--- src/rtl/data_pack_pkg.sv ---
// Shared types and helpers for the data_pack byte repacker.
package data_pack_pkg;

  localparam int BYTES_DEF = 4;

  typedef enum logic {
    RUN   = 1'b0,
    FLUSH = 1'b1
  } state_t;

  // Number of consecutive ones starting at bit 0; bits past the first zero are ignored.
  function automatic int keep_to_cnt(input logic [31:0] keep);
    int  n;
    logic run;
    n   = 0;
    run = 1'b1;
    for (int i = 0; i < 32; i++) begin
      if (run && keep[i]) n++;
      else run = 1'b0;
    end
    return n;
  endfunction

  function automatic logic [31:0] cnt_to_keep(input int cnt);
    logic [31:0] k;
    k = '0;
    for (int i = 0; i < 32; i++) begin
      if (i < cnt) k[i] = 1'b1;
    end
    return k;
  endfunction

endpackage

--- src/rtl/data_pack_keep_decode.sv ---
// Turns a byte-valid mask into a contiguous byte count plus a non-contiguity flag.
module data_pack_keep_decode
  import data_pack_pkg::*;
#(
  parameter  int BYTES = BYTES_DEF,
  localparam int KW    = $clog2(BYTES + 1)
) (
  input  logic [BYTES-1:0] i_keep,
  output logic [KW-1:0]    o_cnt,
  output logic             o_err
);

  logic [31:0] w_keep32;
  int          w_cnt;

  assign w_keep32 = 32'(i_keep);
  assign w_cnt    = keep_to_cnt(w_keep32);
  assign o_cnt    = KW'(w_cnt);
  assign o_err    = (w_keep32 != cnt_to_keep(w_cnt));

endmodule

--- src/rtl/data_pack.sv ---
// Repacks right-aligned partial words into full words, keeping frame boundaries,
// with a single-entry registered output stage.
module data_pack
  import data_pack_pkg::*;
#(
  parameter  int BYTES  = BYTES_DEF,
  localparam int DATA_W = 8 * BYTES
) (
  input  logic              clk,
  input  logic              aresetn,
  input  logic [DATA_W-1:0] s_tdata,
  input  logic [BYTES-1:0]  s_tkeep,
  input  logic              s_tlast,
  input  logic              s_tvalid,
  output logic              s_tready,
  output logic [DATA_W-1:0] m_tdata,
  output logic [BYTES-1:0]  m_tkeep,
  output logic              m_tlast,
  output logic              m_tvalid,
  input  logic              m_tready,
  output logic              err_keep
);

  localparam int CNTW = $clog2(BYTES);
  localparam int KW   = $clog2(BYTES + 1);
  localparam int TW   = $clog2(2 * BYTES);
  localparam int RW   = 8 * (BYTES - 1);

  state_t            r_state;
  logic [RW-1:0]     r_res;
  logic [CNTW-1:0]   r_cnt;
  logic [DATA_W-1:0] r_mData;
  logic [BYTES-1:0]  r_mKeep;
  logic              r_mLast;
  logic              r_mValid;
  logic              r_errKeep;

  logic [KW-1:0]        w_k;
  logic                 w_keepErr;
  logic                 w_slotFree;
  logic                 w_accept;
  logic [BYTES-1:0]     w_kKeep;
  logic [DATA_W-1:0]    w_inMasked;
  logic [TW-1:0]        w_total;
  logic [DATA_W+RW-1:0] w_comb;
  logic                 w_full;

  data_pack_keep_decode #(.BYTES(BYTES)) u_keepDecode (
    .i_keep (s_tkeep),
    .o_cnt  (w_k),
    .o_err  (w_keepErr)
  );

  assign w_slotFree = !r_mValid || m_tready;
  assign s_tready   = aresetn && (r_state == RUN) && w_slotFree;
  assign w_accept   = s_tvalid && s_tready;

  // Only the first k input bytes count, even when the mask has stray upper bits.
  assign w_kKeep = BYTES'(cnt_to_keep(int'(w_k)));
  for (genvar g = 0; g < BYTES; g++) begin : g_mask
    assign w_inMasked[8*g +: 8] = s_tdata[8*g +: 8] & {8{w_kKeep[g]}};
  end

  // Residual bytes above r_cnt are always zero, so OR-merging is safe.
  assign w_total = TW'(r_cnt) + TW'(w_k);
  assign w_comb  = {{DATA_W{1'b0}}, r_res} | ({{RW{1'b0}}, w_inMasked} << {r_cnt, 3'b000});
  assign w_full  = (w_total >= TW'(BYTES));

  always_ff @(posedge clk) begin
    if (!aresetn) begin
      r_state   <= RUN;
      r_res     <= '0;
      r_cnt     <= '0;
      r_mData   <= '0;
      r_mKeep   <= '0;
      r_mLast   <= 1'b0;
      r_mValid  <= 1'b0;
      r_errKeep <= 1'b0;
    end else begin
      r_errKeep <= w_accept && w_keepErr;
      if (w_slotFree) begin
        r_mValid <= 1'b0;
        r_mData  <= '0;
        r_mKeep  <= '0;
        r_mLast  <= 1'b0;
        if (r_state == FLUSH) begin
          r_mValid <= 1'b1;
          r_mData  <= {8'h00, r_res};
          r_mKeep  <= BYTES'(cnt_to_keep(int'(r_cnt)));
          r_mLast  <= 1'b1;
          r_res    <= '0;
          r_cnt    <= '0;
          r_state  <= RUN;
        end else if (w_accept) begin
          if (w_full) begin
            r_mValid <= 1'b1;
            r_mData  <= w_comb[DATA_W-1:0];
            r_mKeep  <= '1;
            r_mLast  <= s_tlast && (w_total == TW'(BYTES));
            r_res    <= w_comb[DATA_W +: RW];
            r_cnt    <= CNTW'(w_total - TW'(BYTES));
            if (s_tlast && (w_total != TW'(BYTES))) r_state <= FLUSH;
          end else if (s_tlast) begin
            r_mValid <= 1'b1;
            r_mData  <= w_comb[DATA_W-1:0];
            r_mKeep  <= BYTES'(cnt_to_keep(int'(w_total)));
            r_mLast  <= 1'b1;
            r_res    <= '0;
            r_cnt    <= '0;
          end else begin
            r_res <= w_comb[RW-1:0];
            r_cnt <= CNTW'(w_total);
          end
        end
      end
    end
  end

  assign m_tdata  = r_mData;
  assign m_tkeep  = r_mKeep;
  assign m_tlast  = r_mLast;
  assign m_tvalid = r_mValid;
  assign err_keep = r_errKeep;

endmodule

--- config.mk ---
export PLATFORM = sky130hd
export DESIGN_NAME = data_pack
export DESIGN_NICKNAME = d
export VERILOG_FILES = /design/src/rtl/data_pack_pkg.sv /design/src/rtl/data_pack_keep_decode.sv /design/src/rtl/data_pack.sv
export SDC_FILE = /design/constraint.sdc
export NUM_CORES = 1
export LEC_CHECK = 0
export CELL_PAD_IN_SITES_DETAIL_PLACEMENT = 0
export CELL_PAD_IN_SITES_GLOBAL_PLACEMENT = 1
export CORE_MARGIN = 4
export CORE_UTILIZATION = 34
export CTS_CLUSTER_DIAMETER = 80
export DETAILED_ROUTE_END_ITERATION = 8
export PLACE_DENSITY_LB_ADDON = 0.1
export SYNTH_ARGS = -nofsm -noshare
export SYNTH_HDL_FRONTEND = slang
export SYNTH_SLANG_ARGS = --single-unit
--- constraint.sdc ---
create_clock -name clk -period 8.3 [get_ports clk]
set_input_delay 2.075 -clock clk [delete_from_list [all_inputs] [get_ports clk]]
set_output_delay 2.075 -clock clk [all_outputs]
set_load 0.02 [all_outputs]
==> results by group, run 1 <==
Global route
  • Grt ovf: 0
  • Vias in the first global route: 3643
  • Initial antenna violation count: 0
  • First-pass GRT wire length: 20.3 mm
  • Gr usage total: 0.200
  • Largest net degree at the start of global routing: 37

Clock network
  • Hold_buf cts: 0
  • CTS tree: done
  • Postcts setup bufs: 0
  • CTS sink cnt: 66
  • CTS Buf Count: 9
  • Root Driver: clkbuf_8
  • Clock Latency Late Sink: 340 ps
  • H-tree Lvls: 3
  • Reg clk slew, reported paths: 70 ps
  • Maximum buffer depth of the clock tree: 2
  • PostCTS Resize Cnt: 0

Worst hold path
  • Hold Startpoint: m_tdata[31]
  • Hold Path End: m_tdata[31]
  • Min-Delay Path Depth: 2
  • HP Class: flop to flop

Logic synthesis
  • XOR/XNOR Fraction of Synth Area: 0
  • Compound-Gate Fraction of Synth Area: 0.408
  • Post-synth EDFFs: 0
  • Mapped Cells: 438
  • Cell area after synthesis: 3630 µm²
  • Yosys cell types: 59
  • Largest area contributor in the netlist: dfxtp_1
  • Async SR Flop Fraction: 0
  • Most common cell in the netlist: dfxtp_1
  • Avg Inst Size Synth: 8.29 µm²
  • Top_reg_cell synth: dfxtp_1
  • Largest cells by area after synthesis: dfxtp_1 36%, o21ai_0 5.7%, a21oi_1 5.0%
  • Synth top area share: 0.364
  • Syn_nets: 482
  • Main combinational cell family by area after synthesis: compound AO/OA/AOI/OAI gates
  • #FFs+latches synth: 66
  • Synth Area in Adders: 0.0124
  • Sequential cell area fraction in the yosys report: 0.364
  • Warnings from Yosys: 0
  • Simple-gate portion of the synthesized area: 0.162
  • Multiplexer area fraction after synthesis: 0
  • Top cells by count, synth: 66 x dfxtp_1, 42 x nand2_1, 41 x o21ai_0

Worst setup path
  • Delay-heaviest family, CP: buffers and inverters
  • WP buf/inv: 4
  • Setup crit start kind: primary input
  • Critical path class: primary input to primary output
  • Reg-to-reg startpoint: r_cnt[0]
  • CP required: 6230 ps
  • CP Cell Sequence: clkdlybuf4s50_1, buf_4, inv_1, nor3_1, clkdlybuf4s50_1
  • Critical R2R Capture: r_res[15]
  • Critical Path Max Stage Delay: 640 ps
  • Reg2Reg Setup Slack: 5220 ps
  • Max stage delay cell, worst path: clkdlybuf4s50_1
  • Reg2reg path depth: 6
  • Top cell by count, worst path: clkdlybuf4s50_1
  • CP endpoint kind: primary output
  • CP max FO: 36
  • Worst endpoint data arrival time: 4180 ps

Placed design
  • Post-DP HPWL: 9.17 mm
  • Placer congestion estimate: 0.855
  • Dpl ws: 1780 ps
  • I/O Buffers: 80
  • Placed Instance Area: 4480 µm²

Floorplan
  • Row count: 37
  • Die area: 12400 µm²
  • Die W: 111 µm
  • Initial Util: 0.350
  • Total core area: 10400 µm²
  • Overall die height: 111 µm
  • I/O pins: 81

Finish
  • Share of post-route cells with drive strength above 1: 0.0757
  • Ant. Diodes: 0
  • Post-Layout Inst Area: 4700 µm²
  • Synthesis-to-finish area growth: 29.6%
  • Core Util, Final: 0.454
  • Nets@finish: 543

Detailed routing
  • DR pass1 iterations: 7
  • DR vias: 3765
  • Post-DR wirelength/cell: 19.8 µm
  • Final wirelength: 12.7 mm
  • Vias per Instance: 5.90
  • Antenna viol nets, final: 0
  • Initial drt markers: 323
  • Residual DRC: 0

Timing
  • Fin. Hold Viols: 0
  • # setup viols final: 0
  • Setup Skew: 9.07 ps
  • Fin. max-slew vios: 0
  • Final Cycle Share: 0.754
  • Slew at the pin closest to its max-slew limit: 1040 ps
  • Relative slew margins: 0.304
  • Fin Setup TNS: 0 ps
  • RSZ-0062 raised after global routing: false
  • Post-route worst setup slack: 2040 ps
  • Final min period: 6260 ps
  • Max Freq: 160 MHz

Outcome
  • Status: finished, final reports clean

Power
  • Highest ir drop seen on vdd: 0.0757 mV
  • Pwr/cell area: 158 nW/µm²
  • Pleak: 0.00160 µW

Run
  • Max-Cap Viols: 0
[worst reg2reg max path: stages, from the launching register on]
cell and delay, ps:
dfxtp_1 460, ha_1 290, fa_1 450, or3_1 530, nand3_1 620, o21ai_0 280, a211o_1 340
[power breakdown]
group	total, µW	internal (µW)	switching (µW)
clock	315	191	124
sequential	324	321	3.21
combinational	103	40.6	62.6
total	743	553	190
[worst max-delay path by stage]
stage	start	end	slack [ps]	cells after the start
2_1_floorplan	m_tready	s_tready	3160	4
3_3_place_gp	s_tkeep[0]	r_res[15]	1900	11
3_5_place_dp	s_tkeep[0]	r_res[15]	1780	11
4_1_cts	aresetn	s_tready	2040	5
5_1_grt	s_tkeep[0]	r_res[15]	1860	11
6_report	aresetn	s_tready	2040	5
[kinds of logic (layout without fill, tap and decap cells)]
group,after synthesis,after routing
AOI/OAI and AO/OA,203,203
DFF,66,66
buffers and inverters,43,107
and+or+nand+nor,123,123
adders and majority gates,3,3
[registers in the layout, summed over array words and instances (netlist names)]
signal	count
r_res	24
r_state	1
err_keep	1
m_tkeep	4
r_cnt	2
m_tvalid	1
m_tlast	1
m_tdata	32
[layer usage]
layer	track usage	share of wire
met4	0.0422	0.0078
met1	0.288	0.49
met2	0.310	0.44
met5	0	0
met3	0.0408	0.057
[final cells by class]
cell class | count | area, µm²
timing repair buffer | 86 | 846
clock inverter | 2 | 60.1
clock buffer | 12 | 165
fill | 1070 | 5670
multi-input combinational | 329 | 2120
sequential | 66 | 1320
inverter | 7 | 26.3
tap | 136 | 170
[per-stage QoR]
stage | cells | hold WS [ps] | power, µW
after floorplan | 438 | 436 | 386
after global placement | 624 | 443 | 433
after detailed placement | 624 | 440 | 434
after CTS | 638 | 460 | 744
after global routing | 638 | 485 | 765
final | 638 | 458 | 743
[cell usage in the layout (no fill, tap or decap), drive strengths merged, types with 7 or more instances in the layout]
cell and count:
a21oi 37, o31ai 10, clkbuf 12, o211a 9, a31oi 10, a22oi 16
o21ai 44, o32ai 13, a221oi 7, clkdlybuf4s50 80, nand3 18, a311oi 12
a21o 7, nand2 42, o41ai 7, a22o 9, dfxtp 66, nor2 35
a41oi 7
Note: power is estimated with default switching activity, not from simulation.
==> run 2, diff against run 1 <==
Clock period 8.3 ns to 6.2 ns, I/O delays scaled along.
==> run 2 against run 1 <==
  * Final area shrank 0.51%
  * Via count grew 0.53%
  * Global-route usage up 0.49 points
  * First-iteration DRC count up 6.2%
  * Count of clock-buffer cells in the layout is 2 lower
  * Largest power group unchanged
  * Highest routed layer unchanged
==> results by group, run 2 (synthesized netlist as in run 1, its figures left out) <==
Timing
  • Slew at the pin closest to its max-slew limit: 1320 ps (+279 ps)
  • Fin. Hold Viols: 0 (unchanged)
  • Max Freq: 208 MHz
  • Relative slew margins: 0.117 (-0.187)
  • # setup viols final: 0 (unchanged)
  • Fin. max-slew vios: 0 (unchanged)
  • RSZ-0062 raised after global routing: false
  • Final min period: 4810 ps
  • Setup Skew: 9.20 ps (+0.125 ps)
  • WHS: 454 ps (-4.13 ps)
  • Fin Setup TNS: 0 ps (unchanged)
  • Final Cycle Share: 0.776
  • Post-route worst setup slack: 1390 ps (-656 ps)

Floorplan
  • I/O pins: 81 (unchanged)
  • Die W: 111 µm (unchanged)
  • Row count: 37 (unchanged)
  • Die area: 12400 µm² (unchanged)
  • Total core area: 10400 µm² (unchanged)
  • Overall die height: 111 µm (unchanged)
  • Initial Util: 0.350 (unchanged)

Global route
  • Grt ovf: 0 (unchanged)
  • Initial antenna violation count: 0 (unchanged)
  • Vias in the first global route: 3638 (-0.14%)
  • First-pass GRT wire length: 20.4 mm (+0.51%)
  • Largest net degree at the start of global routing: 36 (-2.7%)
  • Gr usage total: 0.205 (+0.00492)

Power
  • Pwr/cell area: 195 nW/µm² (+24%)
  • Final Total Pwr: 913 µW (+23%)
  • Pleak: 0.00158 µW (-0.99%)
  • Highest ir drop seen on vdd: 0.0785 mV (+3.7%)

Worst setup path
  • CP endpoint kind: flop
  • Worst endpoint data arrival time: 5080 ps (+900 ps)
  • CP required: 6470 ps (+240 ps)
  • Setup crit start kind: primary input
  • Critical path class: primary input to flop
  • CP max FO: 15 (-58%)

Finish
  • Commonest non-fill, non-tap cell in the layout: clkdlybuf4s50_1
  • Nets@finish: 546 (+0.55%)
  • Synthesis-to-finish area growth: 28.9%
  • Largest register FFs: 32 (unchanged)
  • Share of post-route cells with drive strength above 1: 0.0848 (+0.00912)
  • Ant. Diodes: 0 (unchanged)
  • Most frequent cells in the layout: 80 x clkdlybuf4s50_1, 66 x dfxtp_1, 42 x nand2_1, 41 x o21ai_0, 36 x a21oi_1

Detailed routing
  • DR vias: 3785 (+0.53%)
  • Final wirelength: 12.9 mm (+1.6%)
  • Antenna viol nets, final: 0 (unchanged)
  • Post-DR wirelength/cell: 20.0 µm (+0.81%)
  • Initial drt markers: 343 (+6.2%)
  • Residual DRC: 0 (unchanged)
  • DR pass1 iterations: 7 (unchanged)
  • Vias per Instance: 5.89 (-0.25%)

Placed design
  • Dpl ws: 1020 ps (-763 ps)
  • I/O Buffers: 80 (unchanged)
  • Placer congestion estimate: 0.850 (-0.56%)
  • Post-DP HPWL: 9.36 mm (+2.1%)

Clock network
  • Reg clk slew, reported paths: 80 ps (about the same)
  • Hold_buf cts: 0 (unchanged)
  • Maximum buffer depth of the clock tree: 2 (unchanged)
  • CTS tree: done
  • Root Driver: clkbuf_8
  • H-tree Lvls: 3 (unchanged)
  • PostCTS Resize Cnt: 0 (unchanged)
  • CTS sink cnt: 66 (unchanged)
  • Postcts setup bufs: 0 (unchanged)
  • Clock Latency Late Sink: 350 ps (about the same)
  • CTS Buf Count: 9 (unchanged)

Outcome
  • Status: finished, final reports clean

Worst hold path
  • HP Class: flop to flop

Run
  • Max-Cap Viols: 0 (unchanged)
## run 2: power breakdown
group          total (µW)  switching, µW  internal (µW)  leakage, µW
clock network         338            183            156    0.0000847
registers             434           4.37            430     0.000533
logic                 140           84.6           55.4     0.000967
total                 913            272            641      0.00158
## run 2: area by class of cell
cell class	instances	area (µm²)
Clock inverter	6	41.3
Timing Repair Buffer	89	868
Tap cell	136	170
Fill cell	1061	5690
Inverter	7	26.3
Multi-Input combinational cell	329	2120
Sequential cell	66	1320
Clock buffer	10	138
## run 2: metal layers
layer / vias to the layer above / wire length, µm / GRT usage
li1: 1825 / - / -
met1: 1791 / 6130 / 0.285
met2: 157 / 5710 / 0.324
met3: 12 / 890 / 0.0370
met4: 0 / 127 / 0.0608
met5: - / 0 / 0
## run 2: final timing paths
kind | from | end | slack (ps) | cells after the start
max | s_tkeep[1] | m_tdata[14] | 1390 | 11
min | m_tdata[31] | m_tdata[31] | 450 | 2
max reg2reg | r_cnt[0] | m_tdata[14] | 3270 | 6
min reg2reg | m_tdata[31] | m_tdata[31] | 450 | 2
## run 2: worst max-delay path, stage by stage
cell and delay (ps):
clkdlybuf4s50_1 530, nand2_1 290, inv_1 80, ha_1 330
nor2_1 110, nor2_1 70, fa_1 490, or3_1 540
a31oi_4 610, o21ai_4 210, o31ai_1 270
## run 2: through the flow
step                      instance area, µm²   util  std cells
after global routing                    4680  0.451        643
after floorplan                         3630      -        438
after detailed placement                4500  0.434        627
final                                   4680  0.451        643
after global placement                  4500  0.434        627
after CTS                               4680  0.451        643
==> run 3, diff against run 2 <==
Clock period 6.2 ns to 4.1 ns, I/O delays scaled along.
==> run 3 against run 2 <==
  * Combinational power up 56%
  * Die area unchanged
  * Routed wire length up 1.5%
  * Largest cell class unchanged
  * Largest power group unchanged
==> results by group, run 3 (synthesized netlist as in run 1, its figures left out) <==
Clock network
  • CTS sink cnt: 66 (unchanged)
  • CTS tree: done
  • Root Driver: clkbuf_8
  • Clock Latency Late Sink: 350 ps (about the same)
  • H-tree Lvls: 3 (unchanged)
  • Hold_buf cts: 0 (unchanged)
  • CTS Buf Count: 9 (unchanged)
  • PostCTS Resize Cnt: 0 (unchanged)
  • Postcts setup bufs: 0 (unchanged)
  • Maximum buffer depth of the clock tree: 2 (unchanged)
  • Reg clk slew, reported paths: 80 ps (about the same)

Timing
  • Final min period: 3740 ps
  • Fin Setup TNS: 0 ps (unchanged)
  • Fin. max-slew vios: 0 (unchanged)
  • Relative slew margins: 0.283 (+0.165)
  • Final Cycle Share: 0.911
  • Fin. Hold Viols: 0 (unchanged)
  • # setup viols final: 0 (unchanged)
  • Setup Skew: 13.7 ps (+4.54 ps)
  • Slew at the pin closest to its max-slew limit: 1070 ps (-247 ps)
  • RSZ-0062 raised after global routing: false
  • Max Freq: 268 MHz

Worst hold path
  • Min-Delay Path Depth: 2 (unchanged)
  • Hold Path End: m_tdata[31]
  • HP Class: flop to flop
  • Hold Startpoint: m_tdata[31]

Detailed routing
  • Post-DR wirelength/cell: 19.9 µm (-0.62%)
  • Final wirelength: 13.1 mm (+1.5%)
  • DR pass1 iterations: 5 (-2)
  • Met2 Wirelength: 5.83 mm (+2.2%)
  • DR top layer: met4
  • Antenna viol nets, final: 0 (unchanged)
  • Initial drt markers: 327 (-4.7%)
  • WL met1: 6.17 mm (+0.67%)
  • DR vias: 3873 (+2.3%)
  • Vias per Instance: 5.89 (+0.14%)
  • Met3 Routed Length: 960 µm (+7.9%)
  • Residual DRC: 0 (unchanged)

Worst setup path
  • Setup crit start kind: primary input
  • CP endpoint kind: flop
  • Worst endpoint data arrival time: 3980 ps (-1100 ps)
  • Critical R2R Capture: m_tdata[24]
  • CP max FO: 12 (-3)
  • Reg2reg path depth: 5 (-1)
  • Reg2Reg Setup Slack: 1240 ps (-2030 ps)
  • Critical path class: primary input to flop
  • CP required: 4350 ps (-2120 ps)
  • Reg-to-reg startpoint: r_cnt[0]

Power
  • Highest ir drop seen on vdd: 0.189 mV (+140%)
  • Clock power frac: 0.412 (+0.041)
  • Sw Pwr: 408 µW (+50%)
  • Pleak: 0.00167 µW (+5.6%)
  • Pwr/cell area: 309 nW/µm² (+59%)
  • Internal: 1080 µW (+69%)
  • Switching part of the total: 0.273 (-0.0242)
  • Sequential power share: 0.441 (-0.035)
  • Gate power share: 0.147 (-0.006)

Global route
  • Grt ovf: 0 (unchanged)
  • Gr usage total: 0.210 (+0.00542)
  • First-pass GRT wire length: 21.2 mm (+3.8%)
  • Vias in the first global route: 3802 (+4.5%)
  • Largest net degree at the start of global routing: 35 (-2.8%)
  • Initial antenna violation count: 0 (unchanged)

Finish
  • FILL cells: 1063 (+0.19%)
  • Share of post-route cells with drive strength above 1: 0.107 (+0.0227)
  • Largest register FFs: 32 (unchanged)
  • Synthesis-to-finish area growth: 32.8%
  • Commonest non-fill, non-tap cell in the layout: clkdlybuf4s50_1
  • Nets@finish: 560 (+2.6%)
  • Post-Layout Inst Area: 4820 µm² (+3.0%)
  • Ant. Diodes: 0 (unchanged)
  • Most frequent cells in the layout: 80 x clkdlybuf4s50_1, 66 x dfxtp_1, 42 x nand2_1, 41 x o21ai_0, 36 x a21oi_1

Placed design
  • I/O Buffers: 80 (unchanged)
  • Placer congestion estimate: 0.869 (+2.3%)
  • Post-DP HPWL: 9.79 mm (+4.6%)
  • Placed Instance Area: 4610 µm² (+2.3%)

Run
  • Max-Cap Viols: 0 (unchanged)

Floorplan
  • Initial Util: 0.350 (unchanged)
  • I/O pins: 81 (unchanged)
  • Total core area: 10400 µm² (unchanged)
  • Die W: 111 µm (unchanged)
  • Die area: 12400 µm² (unchanged)
  • Overall die height: 111 µm (unchanged)
  • Row count: 37 (unchanged)

Outcome
  • Status: finished, final reports clean
==> run 3: cell types whose count changed in the layout (fill, tap and decap cells not counted) <==
| cell | before | now |
|---|---|---|
| clkinvlp_4 | 3 | 2 |
| clkbuf_8 | 10 | 9 |
| clkbuf_1 | 0 | 1 |
| bufinv_16 | 0 | 2 |
| buf_4 | 9 | 23 |
| clkinv_2 | 2 | 1 |
==> run 3: how the worst max path moves through the flow <==
stage,from,to,slack [ps]
after floorplan,s_tkeep[0],r_res[7],240
after global placement,s_tkeep[0],m_tdata[18],60
after detailed placement,s_tkeep[0],m_tkeep[0],3
after CTS,s_tkeep[0],m_tkeep[0],380
after global routing,s_tkeep[2],m_tkeep[0],150
final,s_tkeep[0],m_tkeep[0],360
==> run 3: power by group through the flow <==
stage,combinational (µW),sequential [µW],clock [µW]
after CTS,217,658,626
after floorplan,106,676,0
after detailed placement,216,673,0
final,219,658,614
after global placement,216,672,0
after global routing,237,659,656
==> run 3: worst max-delay path, stage by stage <==
cell and delay (ps):
clkdlybuf4s50_1 510, a21boi_0 200, ha_1 280, nor2_1 110, nor2_1 60, fa_1 400
buf_4 160, o21a_1 130, nor2_1 650, a21oi_1 160, o221a_2 280
==> run 3: area by class of cell <==
type                            instances  area [µm²]  area share
Tap cell                              136         170      0.0353
Multi-Input combinational cell        329        2120       0.439
Clock buffer                           10         128      0.0265
Sequential cell                        66        1320       0.274
Inverter                                7        26.3     0.00545
Timing Repair Buffer                  103         973       0.202
Clock inverter                          6        88.8      0.0184
==> run 3: routing by layer <==
layer	GRT usage	up-vias
li1	-	1864
met1	0.297	1844
met2	0.327	156
met3	0.0516	9
met4	0.0438	0
met5	0	-
==> run 3: per-stage QoR <==
step	cells	total power [µW]	utilization	hold WS (ps)	setup slack (ps)
2_1_floorplan	438	782	-	436	243
4_1_cts	657	1500	0.465	460	382
6_report	657	1490	0.465	455	363
3_5_place_dp	641	889	0.444	442	2.70
5_1_grt	657	1550	0.465	488	150
3_3_place_gp	641	888	0.444	439	58.6
